`config.mk`:
```
export PLATFORM = sky130hd
export DESIGN_NAME = usb_hub_upstream_arbiter_flat
export DESIGN_NICKNAME = d
export VERILOG_FILES = /design/src/rtl/usb_hub_upstream_arbiter_pkg.sv /design/src/rtl/usb_hub_upstream_arbiter_if.sv /design/src/rtl/usb_hub_upstream_arbiter_rr_picker.sv /design/src/rtl/usb_hub_upstream_arbiter.sv /design/src/flat_wrapper.sv
export SDC_FILE = /design/constraint.sdc
export NUM_CORES = 1
export LEC_CHECK = 0
export CAP_MARGIN = 10
export CELL_PAD_IN_SITES_DETAIL_PLACEMENT = 0
export CELL_PAD_IN_SITES_GLOBAL_PLACEMENT = 1
export CORE_UTILIZATION = 42
export CTS_CLUSTER_DIAMETER = 200
export CTS_CLUSTER_SIZE = 30
export DETAILED_ROUTE_END_ITERATION = 10
export MAX_ROUTING_LAYER = met4
export PLACE_DENSITY_LB_ADDON = 0.1
export SYNTH_ARGS = -nofsm -noshare
export SYNTH_HDL_FRONTEND = slang
export SYNTH_SLANG_ARGS = --single-unit
```
`constraint.sdc`:
```
create_clock -name hi_clock -period 3.64 [get_ports hi_clock]
set_input_delay 0.728 -clock hi_clock [delete_from_list [all_inputs] [get_ports hi_clock]]
set_output_delay 0.728 -clock hi_clock [all_outputs]
set_load 0.02 [all_outputs]
```
`src/rtl/usb_hub_upstream_arbiter_pkg.sv`:
```
// Shared types and constants for the USB hub upstream path and port-control blocks.
// Latency: n/a (declarations only).
// Backpressure: n/a.
package usb_hub_pkg;

    localparam int ARB_STATE_W            = 2;
    localparam int DEFAULT_MAX_PKT_CYCLES = 4096;
    localparam int DEFAULT_IPG_CYCLES     = 8;

    typedef enum logic [ARB_STATE_W-1:0] {
        ST_IDLE  = 2'd0,
        ST_GRANT = 2'd1,
        ST_GAP   = 2'd2
    } arb_state_t;

    // Width of a port index; a single-port hub still carries a 1-bit index.
    function automatic int idx_width(input int n);
        return (n <= 1) ? 1 : $clog2(n);
    endfunction

endpackage

```
`src/rtl/usb_hub_upstream_arbiter_if.sv`:
```
// Request/grant bundle between the downstream port engines and the upstream arbiter.
// Latency: n/a (wires only).
// Backpressure: grant is the only flow control; a port may drive upstream only while granted.
// Ports: port_enable/req/eop/clear_babble per port, host_busy; grant/grant_valid/grant_idx/babble back.
interface usb_hub_upstream_arbiter_if
    import usb_hub_pkg::*;
#(
    parameter int NUM_USB_DEVICES = 4
) ();
    localparam int IDX_W = idx_width(NUM_USB_DEVICES);

    logic [NUM_USB_DEVICES-1:0] port_enable;
    logic [NUM_USB_DEVICES-1:0] req;
    logic [NUM_USB_DEVICES-1:0] eop;
    logic                       host_busy;
    logic [NUM_USB_DEVICES-1:0] clear_babble;
    logic [NUM_USB_DEVICES-1:0] grant;
    logic                       grant_valid;
    logic [IDX_W-1:0]           grant_idx;
    logic [NUM_USB_DEVICES-1:0] babble;

    // Arbiter side.
    modport slave (
        input  port_enable, req, eop, host_busy, clear_babble,
        output grant, grant_valid, grant_idx, babble
    );

    // Port-engine / hub-control side.
    modport master (
        output port_enable, req, eop, host_busy, clear_babble,
        input  grant, grant_valid, grant_idx, babble
    );
endinterface

```
`src/rtl/usb_hub_upstream_arbiter_rr_picker.sv`:
```
// Round-robin search: first set bit of eligible at or above ptr, wrapping to 0.
// Latency: purely combinational.
// Backpressure: none; found=0 when nothing is eligible.
// Ports: eligible, ptr in; found, onehot, idx out.
module usb_hub_rr_picker #(
    parameter int NUM   = 4,
    parameter int IDX_W = 2
) (
    input  logic [NUM-1:0]   eligible,
    input  logic [IDX_W-1:0] ptr,
    output logic             found,
    output logic [NUM-1:0]   onehot,
    output logic [IDX_W-1:0] idx
);

    always_comb begin
        int pos;
        pos    = 0;
        found  = 1'b0;
        onehot = '0;
        idx    = '0;
        for (int k = 0; k < NUM; k++) begin
            // ptr is always < NUM, so one subtraction covers the wrap.
            pos = int'(ptr) + k;
            if (pos >= NUM) begin
                pos = pos - NUM;
            end
            if (!found && eligible[pos]) begin
                found       = 1'b1;
                onehot[pos] = 1'b1;
                idx         = IDX_W'(pos);
            end
        end
    end

endmodule

```
`src/rtl/usb_hub_upstream_arbiter.sv`:
```
// Round-robin owner of the upstream transmit path: one port at a time, held to end-of-packet.
// Latency: request sampled at an edge is granted at that edge (registered grant); gap of IPG+1 idle cycles.
// Backpressure: host_busy holds off new grants; babbling ports are cut off and excluded until cleared.
// Ports: hi_clock, reset (async, active-high), bus (slave modport of usb_hub_upstream_arbiter_if).
module usb_hub_upstream_arbiter
    import usb_hub_pkg::*;
#(
    parameter int NUM_USB_DEVICES = 4,
    parameter int MAX_PKT_CYCLES  = DEFAULT_MAX_PKT_CYCLES,
    parameter int IPG_CYCLES      = DEFAULT_IPG_CYCLES
) (
    input  logic                       hi_clock,
    input  logic                       reset,
    usb_hub_upstream_arbiter_if.slave  bus
);

    localparam int N       = NUM_USB_DEVICES;
    localparam int IDX_W   = idx_width(N);
    localparam int CNT_W   = $clog2(MAX_PKT_CYCLES) + 1;
    localparam int GAP_LEN = (IPG_CYCLES < 1) ? 1 : IPG_CYCLES;
    localparam int GAP_W   = $clog2(GAP_LEN) + 1;

    localparam logic [IDX_W-1:0] IDX_LAST = IDX_W'(N - 1);
    localparam logic [CNT_W-1:0] CNT_LAST = CNT_W'(MAX_PKT_CYCLES - 1);
    localparam logic [CNT_W-1:0] CNT_SAT  = '1;
    localparam logic [GAP_W-1:0] GAP_LAST = GAP_W'(GAP_LEN - 1);

    arb_state_t       state_q, state_d;
    logic [IDX_W-1:0] ptr_q, ptr_d;
    logic [CNT_W-1:0] cnt_q, cnt_d;
    logic [GAP_W-1:0] gap_q, gap_d;
    logic [N-1:0]     grant_q, grant_d;
    logic             grant_vld_q, grant_vld_d;
    logic [IDX_W-1:0] grant_idx_q, grant_idx_d;
    logic [N-1:0]     babble_q, babble_d;

    logic [N-1:0]     eligible;
    logic             pick_found;
    logic [N-1:0]     pick_onehot;
    logic [IDX_W-1:0] pick_idx;
    logic             gnt_eop;
    logic             gnt_abort;
    logic [IDX_W-1:0] next_ptr;

    assign eligible = bus.req & bus.port_enable & ~babble_q;

    // Masking with the one-hot grant avoids indexing by grant_idx and ignores other ports' eop.
    assign gnt_eop   = |(bus.eop & grant_q);
    assign gnt_abort = ~|(bus.port_enable & grant_q);
    assign next_ptr  = (grant_idx_q == IDX_LAST) ? '0 : grant_idx_q + IDX_W'(1);

    usb_hub_rr_picker #(
        .NUM   (N),
        .IDX_W (IDX_W)
    ) u_picker (
        .eligible (eligible),
        .ptr      (ptr_q),
        .found    (pick_found),
        .onehot   (pick_onehot),
        .idx      (pick_idx)
    );

    always_comb begin
        logic [N-1:0] babble_set;
        babble_set  = '0;
        state_d     = state_q;
        ptr_d       = ptr_q;
        cnt_d       = cnt_q;
        gap_d       = gap_q;
        grant_d     = grant_q;
        grant_vld_d = grant_vld_q;
        grant_idx_d = grant_idx_q;

        case (state_q)
            ST_IDLE: begin
                cnt_d = '0;
                if (!bus.host_busy && pick_found) begin
                    grant_d     = pick_onehot;
                    grant_idx_d = pick_idx;
                    grant_vld_d = 1'b1;
                    state_d     = ST_GRANT;
                end
            end
            ST_GRANT: begin
                // eop/abort take priority over the timeout, so a packet ending on
                // its last allowed cycle is not flagged as babble.
                if (gnt_eop || gnt_abort || (cnt_q == CNT_LAST)) begin
                    if (!(gnt_eop || gnt_abort)) begin
                        babble_set = grant_q;
                    end
                    grant_d     = '0;
                    grant_vld_d = 1'b0;
                    ptr_d       = next_ptr;
                    cnt_d       = '0;
                    gap_d       = '0;
                    state_d     = ST_GAP;
                end else if (cnt_q != CNT_SAT) begin
                    cnt_d = cnt_q + CNT_W'(1);
                end
            end
            ST_GAP: begin
                if (gap_q == GAP_LAST) begin
                    state_d = ST_IDLE;
                end else begin
                    gap_d = gap_q + GAP_W'(1);
                end
            end
            default: begin
                state_d = ST_IDLE;
            end
        endcase

        // Set beats clear when both land on the same edge.
        babble_d = (babble_q & ~bus.clear_babble) | babble_set;
    end

    always_ff @(posedge hi_clock or posedge reset) begin
        if (reset) begin
            state_q     <= ST_IDLE;
            ptr_q       <= '0;
            cnt_q       <= '0;
            gap_q       <= '0;
            grant_q     <= '0;
            grant_vld_q <= 1'b0;
            grant_idx_q <= '0;
            babble_q    <= '0;
        end else begin
            state_q     <= state_d;
            ptr_q       <= ptr_d;
            cnt_q       <= cnt_d;
            gap_q       <= gap_d;
            grant_q     <= grant_d;
            grant_vld_q <= grant_vld_d;
            grant_idx_q <= grant_idx_d;
            babble_q    <= babble_d;
        end
    end

    assign bus.grant       = grant_q;
    assign bus.grant_valid = grant_vld_q;
    assign bus.grant_idx   = grant_idx_q;
    assign bus.babble      = babble_q;

endmodule

```
`src/flat_wrapper.sv`:
```
// flat-port wrapper written by rule: the top's interface ports become plain ports
module usb_hub_upstream_arbiter_flat import usb_hub_pkg::*;
#(
    parameter int NUM_USB_DEVICES = 4,
    parameter int MAX_PKT_CYCLES  = DEFAULT_MAX_PKT_CYCLES,
    parameter int IPG_CYCLES      = DEFAULT_IPG_CYCLES
)
  (hi_clock, reset, bus_port_enable, bus_req, bus_eop, bus_host_busy, bus_clear_babble, bus_grant, bus_grant_valid, bus_grant_idx, bus_babble);
  usb_hub_upstream_arbiter_if #(.NUM_USB_DEVICES(NUM_USB_DEVICES)) bus_i ();
  input  logic hi_clock;
  input  logic reset;
  input wire logic [$bits(bus_i.port_enable)-1:0] bus_port_enable;
  input wire logic [$bits(bus_i.req)-1:0] bus_req;
  input wire logic [$bits(bus_i.eop)-1:0] bus_eop;
  input wire logic [$bits(bus_i.host_busy)-1:0] bus_host_busy;
  input wire logic [$bits(bus_i.clear_babble)-1:0] bus_clear_babble;
  output wire logic [$bits(bus_i.grant)-1:0] bus_grant;
  output wire logic [$bits(bus_i.grant_valid)-1:0] bus_grant_valid;
  output wire logic [$bits(bus_i.grant_idx)-1:0] bus_grant_idx;
  output wire logic [$bits(bus_i.babble)-1:0] bus_babble;
  assign bus_i.port_enable = bus_port_enable;
  assign bus_i.req = bus_req;
  assign bus_i.eop = bus_eop;
  assign bus_i.host_busy = bus_host_busy;
  assign bus_i.clear_babble = bus_clear_babble;
  assign bus_grant = bus_i.grant;
  assign bus_grant_valid = bus_i.grant_valid;
  assign bus_grant_idx = bus_i.grant_idx;
  assign bus_babble = bus_i.babble;
  usb_hub_upstream_arbiter #(.NUM_USB_DEVICES(NUM_USB_DEVICES), .MAX_PKT_CYCLES(MAX_PKT_CYCLES), .IPG_CYCLES(IPG_CYCLES)) u_core (.hi_clock(hi_clock), .reset(reset), .bus(bus_i));
endmodule
```
==> results.toml, run 1 <==
[route]
via_per_inst = 5.61
wire_per_inst_um = 15.9
drcViolationCount = 0
wirelength_mm = 5.42
vias = 1913
first_iter_violations = 94
drtAntennaViolNets = 0
first_pass_iters = 4

[synth]
synth_warnings = 0
synthXorXnorAreaFrac_pct = 2.38
synth-edff-count = 0
syn_nets = 268
seq_area_frac_synth_pct = 36.3
ys_types = 56
synth-simple-area-share_pct = 24.6
synth_compound_area_share_pct = 22.9
synth_top_family_by_area = "simple AND/OR/NAND/NOR gates"
avgSynthCellArea_um2 = 9.28
async_reset_ff_share_pct = 100
synth_seq_cells = 32
synth_cells = 238
synthMuxAreaShare_pct = 3.68
syn-cell-area_um2 = 2210
synth_fa_ha_area_share_pct = 6.23
ys.flop_type = "dfrtp_1"

[global_route]
overflow = 0
grt_start_max_net_pins = 33
grt_pass1_wl_mm = 9.07
grt.total_usage_pct = 22.4
antenna_found_initial = 0
grt_pass1_vias = 1799

[timing]
setup_viol = 0
fin_worst_skew_ns = 0.00474
drv_slew = 0
max_freq_mhz = 356
layout_min_cycle_time_ns = 2.81
fin_crit_sh_pct = 77.2
setup_tns_ns = 0
tightest_slew_ns = 0.548
rsz0062_at_grt = "false"
slew_headroom_pct = 63.1
hold_viol = 0

[worst_setup_path]
r2r_start = "u_core.ptr_q[1]"
crit_required_ns = 3.84
crit_top_cell = "inv_1"
worstSetupEndpointType = "flop"
worstPathMaxFanout = 15
startpoint = "u_core.ptr_q[1]"
cpPeakStageDelay_ns = 0.64
worstSetupPathType = "flop to flop"
cp_data_arrival_time_ns = 3.01
slowest_stage = "dfrtp_1"
cp_cell_sequence = "inv_1, ha_1, inv_1, mux4_2, o21ai_2, o31ai_4, and2_4, o2bb2ai_1"
crit_path_start_kind = "flop"

[clocking]
postCtsResizedCells = 0
post_cts_buffers = 0
cts_root_buffer = "clkbuf_8"
clk_pin_slew_ns = 0.07
cts_tree = "built"
insertion_delay_ns = 0.28
cts_buffers = 5
h-tree-depth = 2
numClockSinks = 32
postCtsHoldBufs = 0
clockBufferDepth = 2

[floorplan]
dieArea_um2 = 5550
rows = 26
start_util_pct = 43.5
die_height_um = 74.5
core_um2 = 5070
ios = 30
die_w_um = 74.5

[outcome]
status = "complete, no violations"

[finish]
drive_gt1_share_pct = 10.3
final_cell_mix = "32 x dfrtp_1, 29 x clkdlybuf4s50_1, 27 x nand2_1"
layout.cells.non_filler = 341
antennaDiodeCount = 0
nets = 300
area_delta_synth_final_pct = 20.7
final_common_cell = "dfrtp_1"

[placement]
dp_hpwl_mm = 4.13
place_congestion = 0.845
place_inst = 333
io_buffers = 29

[pwr]
p_leak_nw = 1.10
power_density_nw_per_um2 = 665
irDropWorstVdd_mv = 0.271

[job]
max-cap-violations = 0

[worst_hold_path]
hold_start = "u_core.bus.grant_valid"
hp-class = "flop to flop"
==> flip-flops by register name, indices dropped and copies added (netlist names) <==
register	count
u_core.bus.grant_idx	2
u_core.bus.grant	4
u_core.bus.grant_valid	1
u_core.cnt_q	13
u_core.bus.babble	4
u_core.ptr_q	2
u_core.state_q	2
u_core.gap_q	4
==> power by group <==
| part | switching (mW) | total (mW) | internal, mW |
|---|---|---|---|
| logic | 0.535 | 0.940 | 0.405 |
| registers | 0.115 | 0.545 | 0.431 |
| clock network | 0.134 | 0.287 | 0.154 |
| total | 0.783 | 1.77 | 0.990 |
==> synth_stat cells (2+ instances only) <==
master | n | area (um^2)
a21oi_1 | 14 | 70.1
a22o_1 | 2 | 17.5
a22oi_1 | 6 | 45.0
and3_1 | 3 | 18.8
buf_2 | 2 | 10.0
clkbuf_1 | 4 | 15.0
dfrtp_1 | 32 | 801
ha_1 | 11 | 138
inv_1 | 13 | 48.8
mux4_2 | 2 | 45.0
nand2_1 | 27 | 101
nand3_1 | 15 | 75.1
nand3_2 | 2 | 20.0
nand3b_1 | 4 | 30.0
nand4_1 | 4 | 25.0
nand4b_1 | 4 | 35.0
nand4bb_1 | 2 | 22.5
nor2_1 | 15 | 56.3
nor2b_1 | 2 | 12.5
nor3_1 | 3 | 15.0
nor4_1 | 2 | 12.5
o2111ai_1 | 4 | 35.0
o21ai_0 | 19 | 95.1
o2bb2ai_1 | 4 | 35.0
o31ai_1 | 4 | 30.0
or3_1 | 4 | 25.0
xor2_1 | 5 | 43.8
==> final timing paths <==
check / end / slack, ns / depth (start not counted)
setup / recovery: u_core.bus.grant[1] / 0.83 / 8
hold / removal: u_core.bus.grant_valid / 0.48 / 2
setup reg to reg: u_core.bus.grant[1] / 0.83 / 8
hold reg to reg: u_core.bus.grant_valid / 0.48 / 2
max in group asynchronous: u_core.state_q[0] / 2.50 / 3
min in group asynchronous: u_core.cnt_q[1] / 0.84 / 3
==> per-layer routing <==
layer	wire (um)	track usage [%]	part of all wire [%]	vias up
met2	2740	35.1	51	21
met4	58	7.76	1.1	0
li1	-	-	-	959
met1	2500	29.4	46	929
met5	0	-	0	-
met3	115	3.66	2.1	4
==> area by class of cell <==
class | count | area, um^2
clock buffers | 7 | 86.3
flip-flops and latches | 32 | 801
multi-input cells | 186 | 1320
fillers | 474 | 2410
well taps | 70 | 87.6
repair buffers | 32 | 313
inverters | 13 | 48.8
clock inverters | 1 | 7.51
==> worst max-delay path: cells and delay by family, from the launching register on <==
family	cells	cell delay (ns)
muxes	1	0.40
DFF	1	0.64
adders and majority gates	1	0.43
AOI/OAI and AO/OA	3	0.69
buffers and inverters	2	0.33
and+or+nand+nor	1	0.25
==> per-stage QoR <==
stage	total power [mW]	setup slack (ns)	hold WS [ns]	instance area [um^2]	utilization (%)
after global placement	1.51	0.835	0.466	2570	50.7
after detailed placement	1.50	0.807	0.463	2570	50.7
final	1.77	0.830	0.477	2670	52.5
after floorplan	1.23	0.964	0.467	2210	-
after global routing	1.92	0.620	0.511	2670	52.5
after CTS	1.79	0.829	0.480	2670	52.5
==> cell families after synthesis <==
kind of cell / Yosys count
adder cells (fa/ha/maj): 11
XOR/XNOR: 6
AO/OA/AOI/OAI: 70
multiplexers: 5
buffers and inverters: 20
AND/OR/NAND/NOR: 94
flip-flops: 32
No activity file was read; power rests on OpenSTA's default activity.
==> run 2: changes to the inputs <==
==> constraint.sdc (replaced) <==
create_clock -name hi_clock -period 2.75 [get_ports hi_clock]
set_input_delay 0.55 -clock hi_clock [delete_from_list [all_inputs] [get_ports hi_clock]]
set_output_delay 0.55 -clock hi_clock [all_outputs]
set_load 0.02 [all_outputs]
==> run 2 against run 1 <==
Clock-buffer cell count is 2 lower. Non-clock buffer count is 6 higher. Worst hold slack better by 0.013 ns. Worst setup slack got worse by 0.39 ns. Sequential share of layout area fell by 0.43 points. Critical endpoint is now u_core.bus.grant[2]. Core utilization up 0.76 points. Routed wire length up 3.0%. Total power is 35% higher. Register-to-register slack got worse by 0.35 ns. Via count grew 0.84%. Critical path type is now input port to flop. Critical path depth fell by 2. Clock power is 26% higher.
==> results.toml, run 2 (synthesis gave the netlist of run 1 again) <==
[finish]
largest_reg_flops = 13
utilization_pct = 53.3
antennaDiodeCount = 0
regMostFlops = "u_core.cnt_q"
n_fill_cell = 488
final_area_um2 = 2710
multi_input_area_um2 = 1320
drive_gt1_share_pct = 12.6
final_common_cell = "dfrtp_1"
seq_area_um2 = 801
area_delta_synth_final_pct = 22.5
final_cell_mix = "32 x dfrtp_1, 29 x clkdlybuf4s50_1, 27 x nand2_1"
nets = 306

[pwr]
irDropWorstVdd_mv = 0.427
p_leak_nw = 1.13
power_density_nw_per_um2 = 882

[timing]
slew_headroom_pct = 65.0
setup_viol = 0
setup_tns_ns = 0
layout_min_cycle_time_ns = 2.31
fin_worst_skew_ns = 0.00766
tightest_slew_ns = 0.521
fin_crit_sh_pct = 84.1
drv_slew = 0
hold_viol = 0
layout_setup_ws_ns = 0.437
max_freq_mhz = 432
rsz0062_at_grt = "false"

[route]
wire_per_inst_um = 16.1
drcViolationCount = 0
via_per_inst = 5.56
wirelength_mm = 5.58
first_pass_iters = 4
drtAntennaViolNets = 0
vias = 1929
first_iter_violations = 78

[clocking]
clk_pin_slew_ns = 0.07
post_cts_buffers = 0
insertion_delay_ns = 0.29
numClockSinks = 32
postCtsHoldBufs = 0
clockBufferDepth = 2
postCtsResizedCells = 0
cts_tree = "built"
cts_buffers = 5
cts_root_buffer = "clkbuf_8"
h-tree-depth = 2

[global_route]
grt_pass1_wl_mm = 9.17
grt_start_max_net_pins = 33
overflow = 0
grt.total_usage_pct = 22.8
grt_pass1_vias = 1823
antenna_found_initial = 0

[worst_setup_path]
cp_data_arrival_time_ns = 2.53
worstSetupEndpointType = "flop"
worstSetupPathType = "input port to flop"
crit_family = "simple AND/OR/NAND/NOR gates"
cp_cell_sequence = "clkdlybuf4s50_1, nand3b_1, mux4_2, nor3_1, a22oi_1, o2bb2ai_1"
crit_buf_inv = 1
crit_path_start_kind = "input port"
worstPathMaxFanout = 4
slowest_stage = "clkdlybuf4s50_1"
crit_required_ns = 2.96
r2r_start = "u_core.ptr_q[1]"
cpPeakStageDelay_ns = 0.54
startpoint = "bus_port_enable[3]"

[floorplan]
die_height_um = 74.5
rows = 26
dieArea_um2 = 5550
start_util_pct = 43.5
ios = 30
die_w_um = 74.5
core_um2 = 5070

[outcome]
status = "complete, no violations"

[placement]
place_congestion = 0.850
placed_area_um2 = 2620
place_ws_ns = 0.148
io_buffers = 29
dp_hpwl_mm = 4.29

[worst_hold_path]
hp-class = "flop to flop"
hold_start = "u_core.bus.grant_valid"

[job]
max-cap-violations = 0
[run 2: changes by cell type in the layout (fill, tap and decap cells not counted), sizes merged]
| cell | before | now |
|---|---|---|
| buf | 3 | 9 |
| clkinv | 0 | 3 |
| clkinvlp | 1 | 0 |
| clkbuf | 7 | 5 |
[run 2: worst paths after layout]
path / endpoint / slack (ns) / cells after the start
setup / recovery: u_core.bus.grant[2] / 0.44 / 6
hold / removal: u_core.bus.grant_valid / 0.49 / 2
setup reg to reg: u_core.bus.grant[2] / 0.48 / 8
hold reg to reg: u_core.bus.grant_valid / 0.49 / 2
max in group asynchronous: u_core.cnt_q[2] / 1.81 / 3
min in group asynchronous: u_core.cnt_q[10] / 0.64 / 3
[run 2: stage by stage]
stage               hold WS [ns]  power [mW]  instances
CTS                        0.502        2.40        347
global placement           0.484        2.03        339
floorplan                  0.467        1.63        238
global route               0.532        2.57        347
finish                     0.490        2.39        347
detailed placement         0.484        2.03        339
[run 2: power breakdown]
group          total (mW)  internal [mW]  switching [mW]  leakage (nW)
Combinational        1.33          0.575           0.751         0.655
Clock               0.363          0.176           0.186        0.0479
Sequential          0.698          0.570           0.127         0.426
[run 2: metal layers]
metal | wire [um] | track usage, %
met2 | 2850 | 38.0
met1 | 2510 | 28.6
met4 | 100 | 6.29
met5 | 0 | -
met3 | 120 | 3.79
[run 2: cell type report]
| cell class | count | share of cell area, % |
|---|---|---|
| tap | 70 | 3.24 |
| multi-input combinational | 186 | 48.9 |
| inverter | 13 | 1.80 |
| timing repair buffer | 38 | 13.2 |
| clock inverter | 3 | 0.694 |
| clock buffer | 5 | 2.54 |
| sequential | 32 | 29.6 |
[run 2: worst reg2reg max path, delay by kind of cell (launching register included)]
family | cells | cell delay, ns
and+or+nand+nor | 1 | 0.14
buffers and inverters | 2 | 0.28
DFF | 1 | 0.38
muxes | 1 | 0.57
adders and majority gates | 1 | 0.31
AOI/OAI and AO/OA | 3 | 0.47
==> run 3: changes to the inputs <==
==> constraint.sdc (replaced) <==
create_clock -name hi_clock -period 2.2 [get_ports hi_clock]
set_input_delay 0.44 -clock hi_clock [delete_from_list [all_inputs] [get_ports hi_clock]]
set_output_delay 0.44 -clock hi_clock [all_outputs]
set_load 0.02 [all_outputs]
==> run 3 against run 2 <==
Clock power grew 32%. Critical path depth grew 1. Clock-buffer cell count grew 2. Register-to-register slack lost 0.32 ns. Sequential cell count is the same. Sequential power grew 19%. First-iteration DRC count grew 64%. Die area is the same. Global-route usage grew 1.3 points. Worst hold slack is essentially flat. Routed wire length grew 4.0%. Critical path type unchanged.
==> results.toml, run 3 (synthesis gave the netlist of run 1 again) <==
[finish]
nets = 333
n_fill_cell = 503
drive_gt1_share_pct = 22.0
layout.cells.non_filler = 374
utilization_pct = 58.0
final_common_cell = "buf_4"
area_delta_synth_final_pct = 33.4
antennaDiodeCount = 0
regMostFlops = "u_core.cnt_q"
largest_reg_flops = 13
final_cell_mix = "36 x buf_4, 31 x dfrtp_1, 28 x clkdlybuf4s50_1"

[floorplan]
rows = 26
core_um2 = 5070
die_height_um = 74.5
dieArea_um2 = 5550
start_util_pct = 43.5
ios = 30
die_w_um = 74.5

[placement]
place_ws_ns = -0.266
place_inst = 366
io_buffers = 29
dp_hpwl_mm = 4.47
place_congestion = 0.865

[clocking]
h-tree-depth = 2
cts_root_buffer = "clkbuf_8"
postCtsHoldBufs = 0
cts_buffers = 5
insertion_delay_ns = 0.28
clk_pin_slew_ns = 0.07
numClockSinks = 32
cts_tree = "built"
clockBufferDepth = 2

[global_route]
grt.busiest_layer = "met2"
antenna_found_initial = 0
met1_usage_pct = 29.8
grt_pass1_wl_mm = 9.72
globalRouteMet2Util_pct = 39.6
overflow = 0
met3_usage_pct = 4.34
grt_pass1_vias = 2042
grt_start_max_net_pins = 33
grt.total_usage_pct = 24.1

[worst_setup_path]
worstPathMaxFanout = 4
crit_path_start_kind = "input port"
worstSetupPathType = "input port to flop"
cp_data_arrival_time_ns = 2.22
crit_required_ns = 2.35
worstSetupEndpointType = "flop"

[timing]
slew_headroom_pct = 68.5
rsz0062_at_grt = "false"
layout_min_cycle_time_ns = 2.06
max_freq_mhz = 485
drv_slew = 0
setup_tns_ns = 0
hold_viol = 0
layout_setup_ws_ns = 0.138
tightest_slew_ns = 0.468
fin_crit_sh_pct = 93.7
fin_worst_skew_ns = 0.0107
setup_viol = 0

[job]
max-cap-violations = 0

[outcome]
status = "complete, no violations"

[route]
vias = 2088
drcViolationCount = 0
via_per_inst = 5.58
first_iter_violations = 128
drtAntennaViolNets = 0
wire_per_inst_um = 15.5
wirelength_mm = 5.81
first_pass_iters = 4

[worst_hold_path]
hp-class = "flop to flop"

[pwr]
power_density_nw_per_um2 = 1110
irDropWorstVdd_mv = 0.440
p_leak_nw = 1.26
-- run 3: area by class of cell --
cell class | instances | area [um^2] | share of cell area (%)
multi-input cells | 186 | 1350 | 45.8
flip-flops and latches | 32 | 802 | 27.2
repair buffers | 65 | 563 | 19.1
well taps | 70 | 87.6 | 2.97
clock buffers | 7 | 86.3 | 2.93
inverters | 13 | 51.3 | 1.74
clock inverters | 1 | 7.51 | 0.255
-- run 3: worst max-delay path, cell delays in order --
cell and delay (ns):
clkdlybuf4s50_1 0.53, nand3b_1 0.14, mux4_2 0.53, buf_4 0.17, a21boi_1 0.12, a2bb2oi_1 0.19
o21ai_0 0.10
-- run 3: metrics by stage --
stage | power (mW) | hold WS [ns] | cell area, um^2
2_1_floorplan | 2.13 | 0.467 | 2240
3_3_place_gp | 2.80 | 0.465 | 2840
3_5_place_dp | 2.79 | 0.475 | 2840
4_1_cts | 3.29 | 0.495 | 2940
5_1_grt | 3.54 | 0.549 | 2950
6_report | 3.28 | 0.490 | 2950
-- run 3: final timing paths --
path	endpoint	cells after the start	startpoint	slack, ns
setup / recovery	u_core.bus.grant_idx[0]	7	bus_port_enable[3]	0.14
hold / removal	u_core.bus.grant_valid	2	u_core.bus.grant_valid	0.49
setup reg to reg	u_core.bus.grant_idx[0]	8	u_core.ptr_q[1]	0.16
hold reg to reg	u_core.bus.grant_valid	2	u_core.bus.grant_valid	0.49
max in group asynchronous	u_core.ptr_q[0]	3	reset	1.32
min in group asynchronous	u_core.bus.babble[1]	3	reset	0.54
-- run 3: per-layer routing --
layer	vias to the layer above	share of wire, %
li1	1023	-
met1	1010	46
met2	44	50
met3	11	2.4
met4	0	1.5
met5	-	0
-- run 3: power by group --
| part | internal (mW) | total, mW | switching [mW] |
|---|---|---|---|
| Sequential | 0.716 | 0.833 | 0.118 |
| Clock | 0.254 | 0.478 | 0.224 |
| Combinational | 0.909 | 1.97 | 1.06 |
-- run 3: timing repair --
action	CTS	global route
setup buffers	0	0
resized for setup	0	5
endpoints found under the setup margin	0	7
==> RTL change, RTL diff (settings of run 1) <==
Change the package constant `DEFAULT_IPG_CYCLES` from 8 to 32.
--- a/src/rtl/usb_hub_upstream_arbiter_pkg.sv
+++ b/src/rtl/usb_hub_upstream_arbiter_pkg.sv
@@ -7,3 +7,3 @@
     localparam int DEFAULT_MAX_PKT_CYCLES = 4096;
-    localparam int DEFAULT_IPG_CYCLES     = 8;
+    localparam int DEFAULT_IPG_CYCLES     = 32;
 
Check against the original RTL: no difference found for any inputs over 10 cycles, from zero or initial values and one cycle with reset high; that may be too few to reach the edited logic, so the function may still have changed.
==> RTL change against run 1 <==
  * Area after synthesis down 7.0%
  * Sequential share of layout area up 3.6 points
  * Routed wire length decreased by 12%
  * Maximum frequency rose by 11%
  * Power down 15%
  * Design area decreased by 5.0%
  * Final cell count shrank 6.2%
  * Non-clock buffer count is the same
  * Sequential cell count increased by 2
  * Setup slack better by 0.28 ns
  * Critical path type unchanged
==> RTL change: results (changes against run 1) <==
stage,metric,value,unit,change
power_and_ir_drop,leak pwr,0.00106,uW,-3.6%
yosys,XOR/XNOR share of the synthesized area,5.55,%,+3.2 points
sta,Fin Clk Skew,0.00300,ns,-0.00174 ns
sta,worst slew pin tran,0.902,ns,+0.354 ns
routing,drt wl/cell,15.0,um,-5.7%
place,GP Congestion,0.777,,-8.1%
status,status,completed,,
setup_path,worst r2r src,u_core.cnt_q[0]$_DFFE_PP0P_,,
cells_and_area,FILL cells,438,,-7.6%
setup_path,CP max FO,8,,-7
sta,fmax,395,MHz,+11%
sta,worst hold slack,0.506,ns,+0.0289 ns
cells_and_area,non-clock buffer share of cell area,12.4,%,+0.62 points
setup_path,Crit-path slowest cell,or4_1,,
global_routing,number of global-route vias before repair,1684,,-6.4%
yosys,Unique masters post-synth,43,,-23%
setup_path,CP peak stage delay,0.66,ns,+0.02 ns
power_and_ir_drop,Peak VDD IR,0.258,mV,-5.0%
cells_and_area,layout cell share with drive strength beyond 1,6.72,%,-3.6 points
cells_and_area,nonclk inv count,15,,+2
cells_and_area,FF/Latch Area,851,sq um,+6.3%
routing,Vias/cell,5.46,,-2.7%
place,Final HPWL DP,3.51,mm,-15%
setup_path,CP arrival,2.70,ns,-0.31 ns
global_routing,first-pass GRT wire length,8.15,mm,-10%
cells_and_area,Final #Nets,282,,-6.0%
-- RTL change: per-stage QoR --
stage	instance area, sq um	util [%]	cells	worst slack (ns)
finish	2530	53.6	320	1.11
global route	2530	53.6	320	0.924
CTS	2530	53.6	320	1.12
detailed placement	2420	51.3	312	0.859
global placement	2420	51.3	312	0.856
floorplan	2050	-	220	1.35
-- RTL change: layer usage --
layer,track usage [%],wire length [um],share of wire [%]
met1,29.0,2360,49
met2,31.9,2180,45
met3,3.89,207,4.3
met4,5.88,48,1.0
met5,-,0,0
-- RTL change: worst max path at each step --
stage / start / to / slack [ns] / cells past startpoint
3_3_place_gp: bus_port_enable[1] / u_core.bus.grant[1]$_DFFE_PP0P_ / 0.86 / 7
3_5_place_dp: bus_port_enable[1] / u_core.bus.grant[1]$_DFFE_PP0P_ / 0.86 / 7
2_1_floorplan: bus_port_enable[1] / u_core.bus.grant[0]$_DFFE_PP0P_ / 1.35 / 7
4_1_cts: u_core.cnt_q[0]$_DFFE_PP0P_ / u_core.bus.grant[3]$_DFFE_PP0P_ / 1.12 / 6
5_1_grt: u_core.cnt_q[0]$_DFFE_PP0P_ / u_core.bus.grant[0]$_DFFE_PP0P_ / 0.92 / 6
6_report: u_core.cnt_q[0]$_DFFE_PP0P_ / u_core.bus.grant[1]$_DFFE_PP0P_ / 1.11 / 6
-- RTL change: power by group --
group / leakage, uW / internal [uW] / switching (uW)
Combinational: 0.000546 / 270 / 375
Sequential: 0.000455 / 447 / 94.2
Clock: 0.0000575 / 191 / 135
-- RTL change: critical path: cells and delay by family, from the launching register on --
kind / cells / cell delay [ns]
simple gates: 3 / 0.93
compound gates: 2 / 0.81
flops: 1 / 0.42
fa+ha+maj: 1 / 0.26
